==> config.mk <==
export PLATFORM = sky130hd
export DESIGN_NAME = cmd_exec_ctrl
export DESIGN_NICKNAME = d
export VERILOG_FILES = /design/src/rtl/sys_ctrl_pkg.sv /design/src/rtl/rsp_timer.sv /design/src/rtl/cmd_exec_ctrl.sv
export SDC_FILE = /design/constraint.sdc
export NUM_CORES = 1
export LEC_CHECK = 0
export BUFFER_PORTS_ARGS = -buffer_cell sky130_fd_sc_hd__buf_2
export CORE_UTILIZATION = 55
export CTS_BUF_LIST = sky130_fd_sc_hd__clkbuf_4
export DETAILED_ROUTE_END_ITERATION = 7
export PLACE_DENSITY_LB_ADDON = 0.3
export SLEW_MARGIN = 10
export SYNTH_ARGS = -nofsm -noshare
export SYNTH_HDL_FRONTEND = slang
export SYNTH_SLANG_ARGS = --single-unit
==> constraint.sdc <==
create_clock -name i_CLK -period 2.1 [get_ports i_CLK]
set_clock_uncertainty 0.2 [all_clocks]
set_input_delay 0.105 -clock i_CLK [delete_from_list [all_inputs] [get_ports i_CLK]]
set_output_delay 0.105 -clock i_CLK [all_outputs]
set_load 0.05 [all_outputs]
==> src/rtl/sys_ctrl_pkg.sv <==
// Shared definitions for the command executor: command codes, FSM encoding
// and the register-file slots that receive the ALU operands.
package sys_ctrl_pkg;

  localparam logic [7:0] CMD_RD      = 8'hBB;
  localparam logic [7:0] CMD_ALU_OP  = 8'hCC;
  localparam logic [7:0] CMD_ALU_NOP = 8'hDD;

  localparam int OPA_ADDR = 0;
  localparam int OPB_ADDR = 1;

  typedef enum logic [3:0] {
    IDLE, RD_ADDR, RD_WAIT, OPA, OPA_WR, OPB, OPB_WR,
    FUN, ALU_WAIT, PUSH_LO, PUSH_HI, PUSH_RD
  } state_e;

  function automatic logic is_push(state_e s);
    return (s == PUSH_LO) || (s == PUSH_HI) || (s == PUSH_RD);
  endfunction

endpackage

==> src/rtl/rsp_timer.sv <==
// Response wait counter: counts enabled cycles and flags the last allowed one.
module rsp_timer #(
  parameter int TIMEOUT = 16
) (
  input  logic clk,
  input  logic rst,
  input  logic clear,
  input  logic enable,
  output logic expired
);
  localparam int CW = (TIMEOUT > 2) ? $clog2(TIMEOUT) : 1;

  logic [CW-1:0] cnt;

  always_ff @(posedge clk) begin
    if (!rst || clear) cnt <= '0;
    else if (enable && !expired) cnt <= cnt + 1'b1;
  end

  assign expired = enable && (cnt == CW'(TIMEOUT - 1));

endmodule

==> src/rtl/cmd_exec_ctrl.sv <==
// UART command executor: decodes RF-read and ALU command frames, drives the
// register file / ALU, and pushes responses into the TX FIFO.
module cmd_exec_ctrl
  import sys_ctrl_pkg::*;
#(
  parameter int DATA_WIDTH    = 8,
  parameter int ADDR_WIDTH    = 4,
  parameter int ALU_FUN_WIDTH = 4,
  parameter int RSP_TIMEOUT   = 16
) (
  input  logic                     i_CLK,
  input  logic                     i_RST,
  input  logic [DATA_WIDTH-1:0]    i_RX_P_DATA,
  input  logic                     i_RX_D_VLD,
  input  logic [DATA_WIDTH-1:0]    i_RdData,
  input  logic                     i_RdData_Valid,
  input  logic [2*DATA_WIDTH-1:0]  i_ALU_OUT,
  input  logic                     i_OUT_Valid,
  input  logic                     i_FIFO_FULL,
  output logic [ADDR_WIDTH-1:0]    o_Address,
  output logic                     o_RdEn,
  output logic                     o_WrEn,
  output logic [DATA_WIDTH-1:0]    o_WrData,
  output logic [ALU_FUN_WIDTH-1:0] o_ALU_FUN,
  output logic                     o_ALU_EN,
  output logic                     o_CLK_EN,
  output logic [DATA_WIDTH-1:0]    o_FIFO_DATA,
  output logic                     o_WR_INC,
  output logic                     o_busy,
  output logic                     o_err
);
  localparam logic [DATA_WIDTH-1:0] CODE_RD      = DATA_WIDTH'(CMD_RD);
  localparam logic [DATA_WIDTH-1:0] CODE_ALU_OP  = DATA_WIDTH'(CMD_ALU_OP);
  localparam logic [DATA_WIDTH-1:0] CODE_ALU_NOP = DATA_WIDTH'(CMD_ALU_NOP);

  state_e                   state;
  logic [ADDR_WIDTH-1:0]    addr;
  logic [DATA_WIDTH-1:0]    wdata;
  logic [DATA_WIDTH-1:0]    rdata;
  logic [ALU_FUN_WIDTH-1:0] fun;
  logic [2*DATA_WIDTH-1:0]  result;
  logic                     err;
  logic                     wait_st;
  logic                     rsp_vld;
  logic                     expired;
  logic                     tmr_clr;

  assign wait_st = (state == RD_WAIT) || (state == ALU_WAIT);
  assign rsp_vld = ((state == RD_WAIT) && i_RdData_Valid) ||
                   ((state == ALU_WAIT) && i_OUT_Valid);
  // Clearing on the leaving edge as well keeps the count at zero on every entry.
  assign tmr_clr = !wait_st || rsp_vld || expired;

  rsp_timer #(.TIMEOUT(RSP_TIMEOUT)) u_timer (
    .clk     (i_CLK),
    .rst     (i_RST),
    .clear   (tmr_clr),
    .enable  (wait_st),
    .expired (expired)
  );

  always_ff @(posedge i_CLK) begin
    if (!i_RST) begin
      state  <= IDLE;
      addr   <= '0;
      wdata  <= '0;
      rdata  <= '0;
      fun    <= '0;
      result <= '0;
      err    <= 1'b0;
    end else begin
      err <= 1'b0;
      case (state)
        IDLE: if (i_RX_D_VLD) begin
          if (i_RX_P_DATA == CODE_RD)           state <= RD_ADDR;
          else if (i_RX_P_DATA == CODE_ALU_OP)  state <= OPA;
          else if (i_RX_P_DATA == CODE_ALU_NOP) state <= FUN;
        end
        RD_ADDR: if (i_RX_D_VLD) begin
          addr  <= i_RX_P_DATA[ADDR_WIDTH-1:0];
          state <= RD_WAIT;
        end
        RD_WAIT: begin
          // A valid arriving on the last allowed cycle beats the timeout.
          if (i_RdData_Valid) begin
            rdata <= i_RdData;
            state <= PUSH_RD;
          end else if (expired) begin
            err   <= 1'b1;
            state <= IDLE;
          end
        end
        OPA: if (i_RX_D_VLD) begin
          wdata <= i_RX_P_DATA;
          state <= OPA_WR;
        end
        OPA_WR: state <= OPB;
        OPB: if (i_RX_D_VLD) begin
          wdata <= i_RX_P_DATA;
          state <= OPB_WR;
        end
        OPB_WR: state <= FUN;
        FUN: if (i_RX_D_VLD) begin
          fun   <= i_RX_P_DATA[ALU_FUN_WIDTH-1:0];
          state <= ALU_WAIT;
        end
        ALU_WAIT: begin
          if (i_OUT_Valid) begin
            result <= i_ALU_OUT;
            state  <= PUSH_LO;
          end else if (expired) begin
            err   <= 1'b1;
            state <= IDLE;
          end
        end
        PUSH_LO: if (!i_FIFO_FULL) state <= PUSH_HI;
        PUSH_HI: if (!i_FIFO_FULL) state <= IDLE;
        PUSH_RD: if (!i_FIFO_FULL) state <= IDLE;
        default: state <= IDLE;
      endcase
    end
  end

  always_comb begin
    o_Address   = '0;
    o_RdEn      = 1'b0;
    o_WrEn      = 1'b0;
    o_WrData    = '0;
    o_ALU_FUN   = '0;
    o_ALU_EN    = 1'b0;
    o_CLK_EN    = 1'b0;
    o_FIFO_DATA = '0;
    case (state)
      RD_WAIT: begin
        o_RdEn    = 1'b1;
        o_Address = addr;
      end
      OPA_WR: begin
        o_WrEn    = 1'b1;
        o_Address = ADDR_WIDTH'(OPA_ADDR);
        o_WrData  = wdata;
      end
      OPB_WR: begin
        o_WrEn    = 1'b1;
        o_Address = ADDR_WIDTH'(OPB_ADDR);
        o_WrData  = wdata;
      end
      ALU_WAIT: begin
        o_ALU_EN  = 1'b1;
        o_CLK_EN  = 1'b1;
        o_ALU_FUN = fun;
      end
      PUSH_LO: o_FIFO_DATA = result[DATA_WIDTH-1:0];
      PUSH_HI: o_FIFO_DATA = result[2*DATA_WIDTH-1:DATA_WIDTH];
      PUSH_RD: o_FIFO_DATA = rdata;
      default: ;
    endcase
  end

  // Push strobe is withheld while the FIFO is full; data stays on the bus.
  assign o_WR_INC = is_push(state) && !i_FIFO_FULL;
  assign o_busy   = (state != IDLE);
  assign o_err    = err;

endmodule

==> results.ini, run 1 <==
[clock_network]
clk_pin_slew_worst_paths_ns=0.15
cts-htree-levels=2
cts_buffers=5
clockBufferDepth=2
clkLatencyLatePin_ns=0.38
cts-root-buf=clkbuf_4
cts_sinks=49
cts_tree=built

[routing]
vias=2648
drt_pass1_iterations=7
detail_route.iter0.violations=276
drc_errors=0
wl_per_cell_um=16.8
viasPerCell=5.73
drtAntennaViolNets=0
drt_wl_total_um=7770

[pwr]
power_density_nw_per_um2=790
p_sw_share_pct=40.1
power.share.clock_pct=15.1
combPwrFrac_pct=46.9
irDropWorstVdd_v=0.000472
internal-power_mw=1.74
p_switching_mw=1.16
p_total_mw=2.90
p_leak_nw=1.43
pwr-share-seq_pct=38.0

[place]
dp.cells=405
dpl.hpwl_um=4390
io_buffers=68
routabilityCongestion=0.907

[synthesis]
syn_avg_cell_area_um2=8.90
synth.most_common_cell=nand2_1
synth_area_leaders=dfxtp_1 38%, nand2_1 7.2%, mux2i_1 6.9%, and2_1 4.3%, nor2b_1 4.1%
synth_ff_type=dfxtp_1
yosysTopAreaCell=dfxtp_1
synth-edff-count=0
synthSimpleGateAreaFrac_pct=29.3
syn-cell-area_um2=2610
muxShareOfSynthArea_pct=10.4
synth_top_family_by_area=simple AND/OR/NAND/NOR gates
synthArstFlopShare_pct=0
synth_compound_area_share_pct=15.0
yosys-top-cells-count=50 x nand2_1, 49 x dfxtp_1, 18 x and2_1, 18 x mux2i_1, 17 x nor2b_1
yosys_register_bits=49
seq_area_frac_synth_pct=37.6
synthesis.nets=332
syn_inst=293
synth.distinct_cells=51
synth_top_area_share_pct=37.6
synthXorXnorAreaFrac_pct=1.68
synthAdderAreaFrac_pct=0.480
yosys_warnings=0

[finish]
areaGrowthSynthToFinish_pct=40.8
fin_cells=462
diodes=0
finalNetCount=448
drive_above_1_share_pct=32.9

[setup_path]
crit_fanout=9
critPathArrivalTime_ns=1.84
path_buf_inv=2
crit_family=flip-flops
slowest_delay_ns=0.44
setup.worst_path.end_class=primary output
cp-start-kind=flop
cp.required_ns=1.79
crit_chain=buf_8 -> mux2_2 -> a22oi_1 -> nor2_1 -> buf_4
path_class=flop to primary output
critPathSlowestCell=dfxtp_4

[outcome]
outcome=complete, but fails checks
violations=setup timing

[floorplanning]
die-area_um2=5020
start_util_pct=58.7
num_rows=24
die_w_um=70.9
die_y_um=70.9
core_area_um2=4440
pin_count=69

[sta]
period_needed_ns=2.14
final_hold_viol_count=0
post-route-period-util_pct=102
slew_violations=0
tightest_slew_ns=0.578
slew_headroom_pct=61.0
setup_ws_ns=-0.0444
setup_viol=1
fmax_mhz=466

[global_routing]
grt_util_all_layers_pct=28.1
antenna_found_initial=0
gr-total-overflow=0
grt_pass1_wl_um=11100
grt_pass1_vias=2451
grt_max_degree=30

[worst_hold_path]
hp-class=input port to flop

[job]
drv_cap=0

[cell type report]
type,instances,area (um^2)
Clock buffer,5,37.5
Clock inverter,3,17.5
Fill cell,241,773
Inverter,3,15.0
Multi-Input combinational cell,220,1550
Sequential cell,49,991
Tap cell,52,65.1
Timing Repair Buffer,130,991
[sequential cells by signal, indices dropped and copies added, names as in the netlist]
name and cells:
rdata 8, result 16, wdata 8, state 4, addr 4, u_timer.cnt 4
fun 4, o_err 1
[power groups by stage]
stage,clock network [mW],registers (mW),logic (mW)
after detailed placement,0,1.09,1.11
after global placement,0,1.09,1.10
after CTS,0.441,1.09,1.19
after floorplan,0,1.03,0.927
after global routing,0.483,1.11,1.44
final,0.437,1.10,1.36
[metrics by stage]
step | TNS [ns] | hold WS [ns] | instance area (um^2) | util (%) | setup WS (ns)
floorplan | -0.619 | 0.0398 | 2650 | - | -0.0468
global route | -0.324 | 0.0641 | 3670 | 82.6 | -0.131
global placement | 0 | 0.145 | 3030 | 68.2 | 0.227
finish | -0.0444 | 0.0387 | 3670 | 82.6 | -0.0444
CTS | 0 | 0.0323 | 3550 | 79.8 | 0.0265
detailed placement | 0 | 0.150 | 3030 | 68.2 | 0.221
[cells in the final DEF, fill, tap and decap left out, drive strengths merged, types with 2 or more instances in the layout]
| cell | n |
|---|---|
| xor2 | 2 |
| clkbuf | 7 |
| o21ai | 4 |
| and2 | 18 |
| clkinvlp | 2 |
| nor3 | 7 |
| dlygate4sd3 | 42 |
| clkinv | 2 |
| nor2 | 15 |
| nand3 | 11 |
| nor4 | 3 |
| a22oi | 8 |
| mux2 | 8 |
| nor3b | 2 |
| mux2i | 18 |
| xnor2 | 3 |
| o211a | 2 |
| nor2b | 17 |
| a21oi | 2 |
| nand2b | 4 |
| inv | 2 |
| buf | 86 |
| nor4b | 2 |
| nand2 | 51 |
| dfxtp | 49 |
| a21boi | 24 |
| nand4 | 2 |
[worst min-delay path, cell delays in order]
cell	delay, ns
buf_2	0.10
or3b_2	0.13
o2111ai_1	0.12
o2bb2ai_1	0.13
[timing repair]
item | CTS | global route
buffers inserted | 1 | 5
hold endpoints to repair | 41 | 0
pin swaps | 1 | 2
gates resized for setup | 13 | 36
hold buffers | 42 | 0
endpoints found under the setup margin | 25 | 33
gates cloned | 0 | 1
[cells by family (layout without fill, tap and decap cells)]
family | after synthesis | after routing
AOI/OAI and AO/OA | 50 | 50
xor gates and xnor gates | 5 | 5
adders and majority gates | 1 | 1
buffers and inverters | 25 | 141
DFF | 49 | 49
muxes | 26 | 26
and+or+nand+nor | 137 | 138
[path summary, 6_finish.rpt]
check	startpoint	end	slack, ns	depth (start not counted)
max	state[0]$_SDFFE_PN0P_	o_FIFO_DATA[3]	-0.04	5
min	i_RX_D_VLD	state[1]$_SDFFE_PN0P_	0.04	4
max reg2reg	state[1]$_SDFFE_PN0P_	rdata[5]$_SDFFE_PN0P_	0.02	6
min reg2reg	u_timer.cnt[0]$_SDFFE_PP0P_	u_timer.cnt[0]$_SDFFE_PP0P_	0.26	1
[layer usage]
layer | wire length (um) | track usage, % | share of wire, % | vias to the layer above
li1 | - | - | - | 1240
met4 | 198 | 9.33 | 2.5 | 0
met1 | 3110 | 34.7 | 40 | 1279
met3 | 410 | 4.84 | 5.3 | 24
met5 | 0 | 0 | 0 | -
met2 | 4050 | 49.7 | 52 | 105
Note: power is estimated with default switching activity, not from simulation.
==> inputs of run 2 (changes only) <==
CORE_UTILIZATION = 40   (was 55)
==> run 2 against run 1 <==
Wire length decreased by 11%. Register-to-register slack improved by 0.08 ns. First-iteration DRC count decreased by 38%. Critical path depth decreased by 1. Critical path type unchanged. The run now ends clean. Highest routed layer unchanged. Largest cell class unchanged. Non-clock buffer count decreased by 2. Total power decreased by 2.3%. Worst hold slack improved by 0.043 ns.
==> results.ini, run 2 (synthesis gave the netlist of run 1 again) <==
[routing]
drtAntennaViolNets=0  ; unchanged
drt_pass1_iterations=4  ; -3
vias=2490  ; -6.0%
viasPerCell=5.14  ; -10%
drt_wl_total_um=6920  ; -11%
detail_route.iter0.violations=171  ; -38%
drc_errors=0  ; unchanged
wl_per_cell_um=14.3  ; -15%

[setup_path]
critPathArrivalTime_ns=1.74  ; -0.10 ns
crit_fanout=9  ; unchanged
cp-start-kind=flop
cp.required_ns=1.79  ; about the same
path_class=flop to primary output
setup.worst_path.end_class=primary output
r2r_cells=6  ; unchanged

[place]
io_buffers=68  ; unchanged
dpl.hpwl_um=4570  ; +4.0%
placed_area_um2=3050  ; +0.54%
routabilityCongestion=0.860  ; -5.2%

[outcome]
outcome=complete, no violations

[global_routing]
grt_pass1_wl_um=11000  ; -0.69%
grt_max_degree=26  ; -13%
grt_pass1_vias=2306  ; -5.9%
gr-total-overflow=0  ; unchanged
antenna_found_initial=0  ; unchanged
grt_util_all_layers_pct=21.3  ; -6.8 points

[finish]
diodes=0  ; unchanged
reg_top3=result (16), rdata (8), wdata (8)
finalNetCount=446  ; -0.45%
final_common_cell=buf_2
areaGrowthSynthToFinish_pct=40.5
largest_reg_flops=16  ; unchanged
regMostFlops=result
post-route-util_pct=58.0  ; -25 points
drive_above_1_share_pct=32.7  ; -0.25 points
fin_area_um2=3660  ; -0.20%
layout_common_cells=49 x buf_2, 48 x nand2_1, 46 x dfxtp_1

[pwr]
p_leak_nw=1.42  ; -0.30%
power_density_nw_per_um2=774  ; -2.1%
irDropWorstVdd_v=0.000455  ; -3.7%

[floorplanning]
die_y_um=82.7  ; +17%
num_rows=29  ; +21%
core_area_um2=6310  ; +42%
die_w_um=82.7  ; +17%
pin_count=69  ; unchanged
die-area_um2=6850  ; +36%
start_util_pct=41.3  ; -17 points

[clock_network]
cts_tree=built
clk_pin_slew_worst_paths_ns=0.14  ; about the same
cts_buffers=5  ; unchanged
cts-htree-levels=2  ; unchanged
cts-root-buf=clkbuf_4
clockBufferDepth=2  ; unchanged
clkLatencyLatePin_ns=0.35  ; -0.03 ns
cts_sinks=49  ; unchanged

[sta]
setup_viol=0  ; -1
post-route-period-util_pct=97.5  ; -4.7 points
whs_ns=0.0818  ; +0.0432 ns
final_hold_viol_count=0  ; unchanged
fmax_mhz=489  ; +4.8%
slew_headroom_pct=59.5  ; -1.5 points
tightest_slew_ns=0.601  ; +0.0230 ns
period_needed_ns=2.05  ; -0.0977 ns
slew_violations=0  ; unchanged

[job]
drv_cap=0  ; unchanged

[worst_hold_path]
hp-class=input port to flop
hold_depth=4  ; unchanged

[run 2: what timing repair did]
item / in CTS / in global routing
gates cloned: 1 / 1
hold buffers: 37 / 0
pin swaps: 1 / 2
endpoints found under the setup margin: 28 / 23
gates resized for setup: 12 / 27
setup buffers: 1 / 9
hold endpoints to repair: 41 / 0
[run 2: critical path: stages (launching register included)]
cell,delay (ns)
dfxtp_4,0.45
clkinvlp_4,0.23
nor3_4,0.30
and2_2,0.18
clkbuf_4,0.22
[run 2: path summary, 6_finish.rpt]
| check | start | end | slack (ns) |
|---|---|---|---|
| hold / removal | i_RX_D_VLD | state[1]$_SDFFE_PN0P_ | 0.08 |
| setup reg to reg | state[0]$_SDFFE_PN0P_ | rdata[4]$_SDFFE_PN0P_ | 0.10 |
| setup / recovery | state[2]$_SDFFE_PN0P_ | o_WrData[3] | 0.05 |
| hold reg to reg | result[8]$_SDFFE_PN0P_ | result[8]$_SDFFE_PN0P_ | 0.26 |
[run 2: stage by stage]
| step | setup WS (ns) | instances | setup TNS [ns] | power (mW) |
|---|---|---|---|---|
| after global routing | -0.00860 | 484 | -0.0194 | 2.98 |
| after CTS | -0.00846 | 474 | -0.00846 | 2.69 |
| after floorplan | -0.0468 | 293 | -0.619 | 1.96 |
| final | 0.0532 | 484 | 0 | 2.83 |
| after global placement | 0.162 | 428 | 0 | 2.20 |
| after detailed placement | 0.125 | 428 | 0 | 2.21 |
[run 2: power breakdown]
part	switching [mW]	internal (mW)	leakage, nW
sequential	0.0690	1.00	0.397
clock	0.290	0.121	0.0247
combinational	0.753	0.601	1.00
[run 2: routing by layer]
metal	vias up	GRT usage (%)	part of all wire, %
met1	1192	26.7	44
met3	6	3.41	3.1
met2	58	37.5	52
met5	-	0	0
met4	0	5.69	0.91
li1	1234	-	-
[run 2: layout make-up]
cell class                 count  area (um^2)
sequential                    49          990
tap                           77         96.3
fill                         572         2650
timing repair buffer         128          965
multi-input combinational    220         1550
clock buffer                   5         37.5
inverter                       3         15.0
clock inverter                 2         11.3
==> inputs of run 3 (changes only) <==
BUFFER_PORTS_ARGS = -buffer_cell sky130_fd_sc_hd__buf_4   (was -buffer_cell sky130_fd_sc_hd__buf_2)
HOLD_SLACK_MARGIN = 0.1   (was not set)
==> run 3 against run 2 <==
Wire length down 0.72%. Sequential share of layout area down 1.0 points. Die area unchanged. Critical endpoint is now rdata[0]$_SDFFE_PN0P_.
==> results.ini, run 3 (synthesis gave the netlist of run 1 again) <==
[finish]
diodes=0  ; unchanged
drive_above_1_share_pct=32.8  ; +0.17 points
areaGrowthSynthToFinish_pct=46.6
largest_reg_flops=16  ; unchanged
reg_top3=result (16), rdata (8), wdata (8)
fin_area_um2=3820  ; +4.3%
regMostFlops=result
finalNetCount=449  ; +0.67%
layout_common_cells=79 x buf_4, 48 x nand2_1, 45 x dfxtp_1
final_common_cell=buf_4

[job]
drv_cap=0  ; unchanged

[clock_network]
cts-htree-levels=2  ; unchanged
cts-root-buf=clkbuf_4
clkLatencyLatePin_ns=0.36  ; about the same
cts_buffers=5  ; unchanged
cts_tree=built
clk_pin_slew_worst_paths_ns=0.14  ; about the same
clockBufferDepth=2  ; unchanged
cts_sinks=49  ; unchanged

[worst_hold_path]
hp-class=flop to flop
hold_depth=1  ; -3
hold_path.startpoint=u_timer.cnt[0]$_SDFFE_PP0P_
holdPathEnd=u_timer.cnt[0]$_SDFFE_PP0P_

[setup_path]
crit_path_start=state[2]$_SDFFE_PN0P_
r2r_cells=6  ; unchanged
regToRegSetupSlack_ns=0.04  ; -0.06 ns
critPathSlowestCell=dlygate4sd3_1
r2r-end=rdata[0]$_SDFFE_PN0P_
crit_top_cell=buf_4
slowest_delay_ns=0.55  ; +0.10 ns
critPathArrivalTime_ns=2.16  ; +0.42 ns
cp.required_ns=2.20  ; +0.41 ns
crit_fanout=13  ; +4
crit_chain=buf_4 -> nor4b_2 -> buf_4 -> nand3_1 -> dlygate4sd3_1 -> a21boi_0
setup.worst_path.end_class=flop
r2r_start=state[2]$_SDFFE_PN0P_
path_class=flop to flop
cp-start-kind=flop

[sta]
post-route-period-util_pct=97.9  ; +0.48 points
final_hold_viol_count=0  ; unchanged
period_needed_ns=2.06  ; +0.0101 ns
rsz0062_at_grt=yes
slew_headroom_pct=62.7  ; +3.3 points
whs_ns=0.258  ; +0.176 ns
fmax_mhz=486  ; -0.49%
tightest_slew_ns=0.553  ; -0.0486 ns
setup_viol=0  ; unchanged
slew_violations=0  ; unchanged

[routing]
drt_pass1_iterations=4  ; unchanged
wl_per_cell_um=14.1  ; -1.5%
drt_wl_total_um=6870  ; -0.72%
viasPerCell=5.03  ; -2.2%
drc_errors=0  ; unchanged
detail_route.iter0.violations=159  ; -7.0%
vias=2455  ; -1.4%
drtAntennaViolNets=0  ; unchanged

[pwr]
p_leak_nw=1.48  ; +3.9%
pwr-share-seq_pct=37.3  ; -0.4 points
power.share.clock_pct=15.3  ; +0.8 points
p_sw_share_pct=38.4  ; -0.81 points
irDropWorstVdd_v=0.000395  ; -13%
combPwrFrac_pct=47.4  ; -0.4 points
p_switching_mw=1.10  ; -1.4%
internal-power_mw=1.76  ; +2.0%
power_density_nw_per_um2=746  ; -3.5%

[global_routing]
grt_pass1_vias=2346  ; +1.7%
grt_pass1_wl_um=11300  ; +2.4%
grt_util_all_layers_pct=22.1  ; +0.78 points
antenna_found_initial=0  ; unchanged
grt_max_degree=28  ; +7.7%
gr-total-overflow=0  ; unchanged

[place]
dpl.hpwl_um=4680  ; +2.3%
routabilityCongestion=0.887  ; +3.1%
io_buffers=68  ; unchanged
placed_area_um2=3220  ; +5.7%

[floorplanning]
pin_count=69  ; unchanged
die_y_um=82.7  ; unchanged
die_w_um=82.7  ; unchanged
core_area_um2=6310  ; unchanged
start_util_pct=41.3  ; unchanged
die-area_um2=6850  ; unchanged
num_rows=29  ; unchanged

[outcome]
outcome=complete, no violations

## run 3: repair_timing
action	in CTS	in global routing
gates resized for setup	4	23
endpoints found under the hold margin	46	0
pin swaps	0	1
endpoints found under the setup margin	21	27
setup buffers	1	5
hold buffers	44	0
## run 3: through the flow
step                setup WS (ns)  TNS (ns)  util, %  power, mW  cells
finish                     0.0431         0     60.5       2.85    488
global route              -0.0203   -0.0514     60.5       3.02    488
CTS                       0.00806         0     59.0       2.77    483
detailed placement          0.223         0     51.0       2.25    430
global placement            0.211         0     51.0       2.24    430
floorplan                 -0.0468    -0.619        -       1.96    293
## run 3: final cells by class
| class | instances | area (um^2) |
|---|---|---|
| repair buffers | 132 | 1130 |
| well taps | 77 | 96.3 |
| clock inverters | 2 | 10.0 |
| inverters | 3 | 11.3 |
| flip-flops and latches | 49 | 993 |
| clock buffers | 6 | 45.0 |
| multi-input cells | 219 | 1530 |
| fillers | 542 | 2490 |
## run 3: worst max-delay path by stage
stage	endpoint	slack [ns]	cells past startpoint
global route	o_FIFO_DATA[4]	-0.02	5
finish	rdata[0]$_SDFFE_PN0P_	0.04	6
global placement	state[0]$_SDFFE_PN0P_	0.21	5
floorplan	o_FIFO_DATA[0]	-0.05	4
CTS	o_ALU_FUN[2]	0.008	5
detailed placement	state[2]$_SDFFE_PN0P_	0.22	5
## run 3: layer usage
metal | global-route usage [%] | share of wire, % | routed length, um
met1 | 27.6 | 43 | 2940
met2 | 37.8 | 51 | 3530
met3 | 4.95 | 4.4 | 305
met4 | 6.21 | 1.4 | 94
met5 | 0 | 0 | 0
## run 3: critical path: cells and delay by family (launching register included)
| family | cells | cell delay, ns |
|---|---|---|
| buffers and inverters | 3 | 0.95 |
| DFF | 1 | 0.37 |
| and+or+nand+nor | 2 | 0.34 |
| AOI/OAI and AO/OA | 1 | 0.14 |
## run 3: power groups by stage
stage | sequential (mW) | clock, mW | combinational [mW]
after floorplan | 1.03 | 0 | 0.927
after global placement | 1.08 | 0 | 1.16
after detailed placement | 1.08 | 0 | 1.17
after CTS | 1.07 | 0.450 | 1.24
after global routing | 1.07 | 0.488 | 1.46
final | 1.06 | 0.436 | 1.35
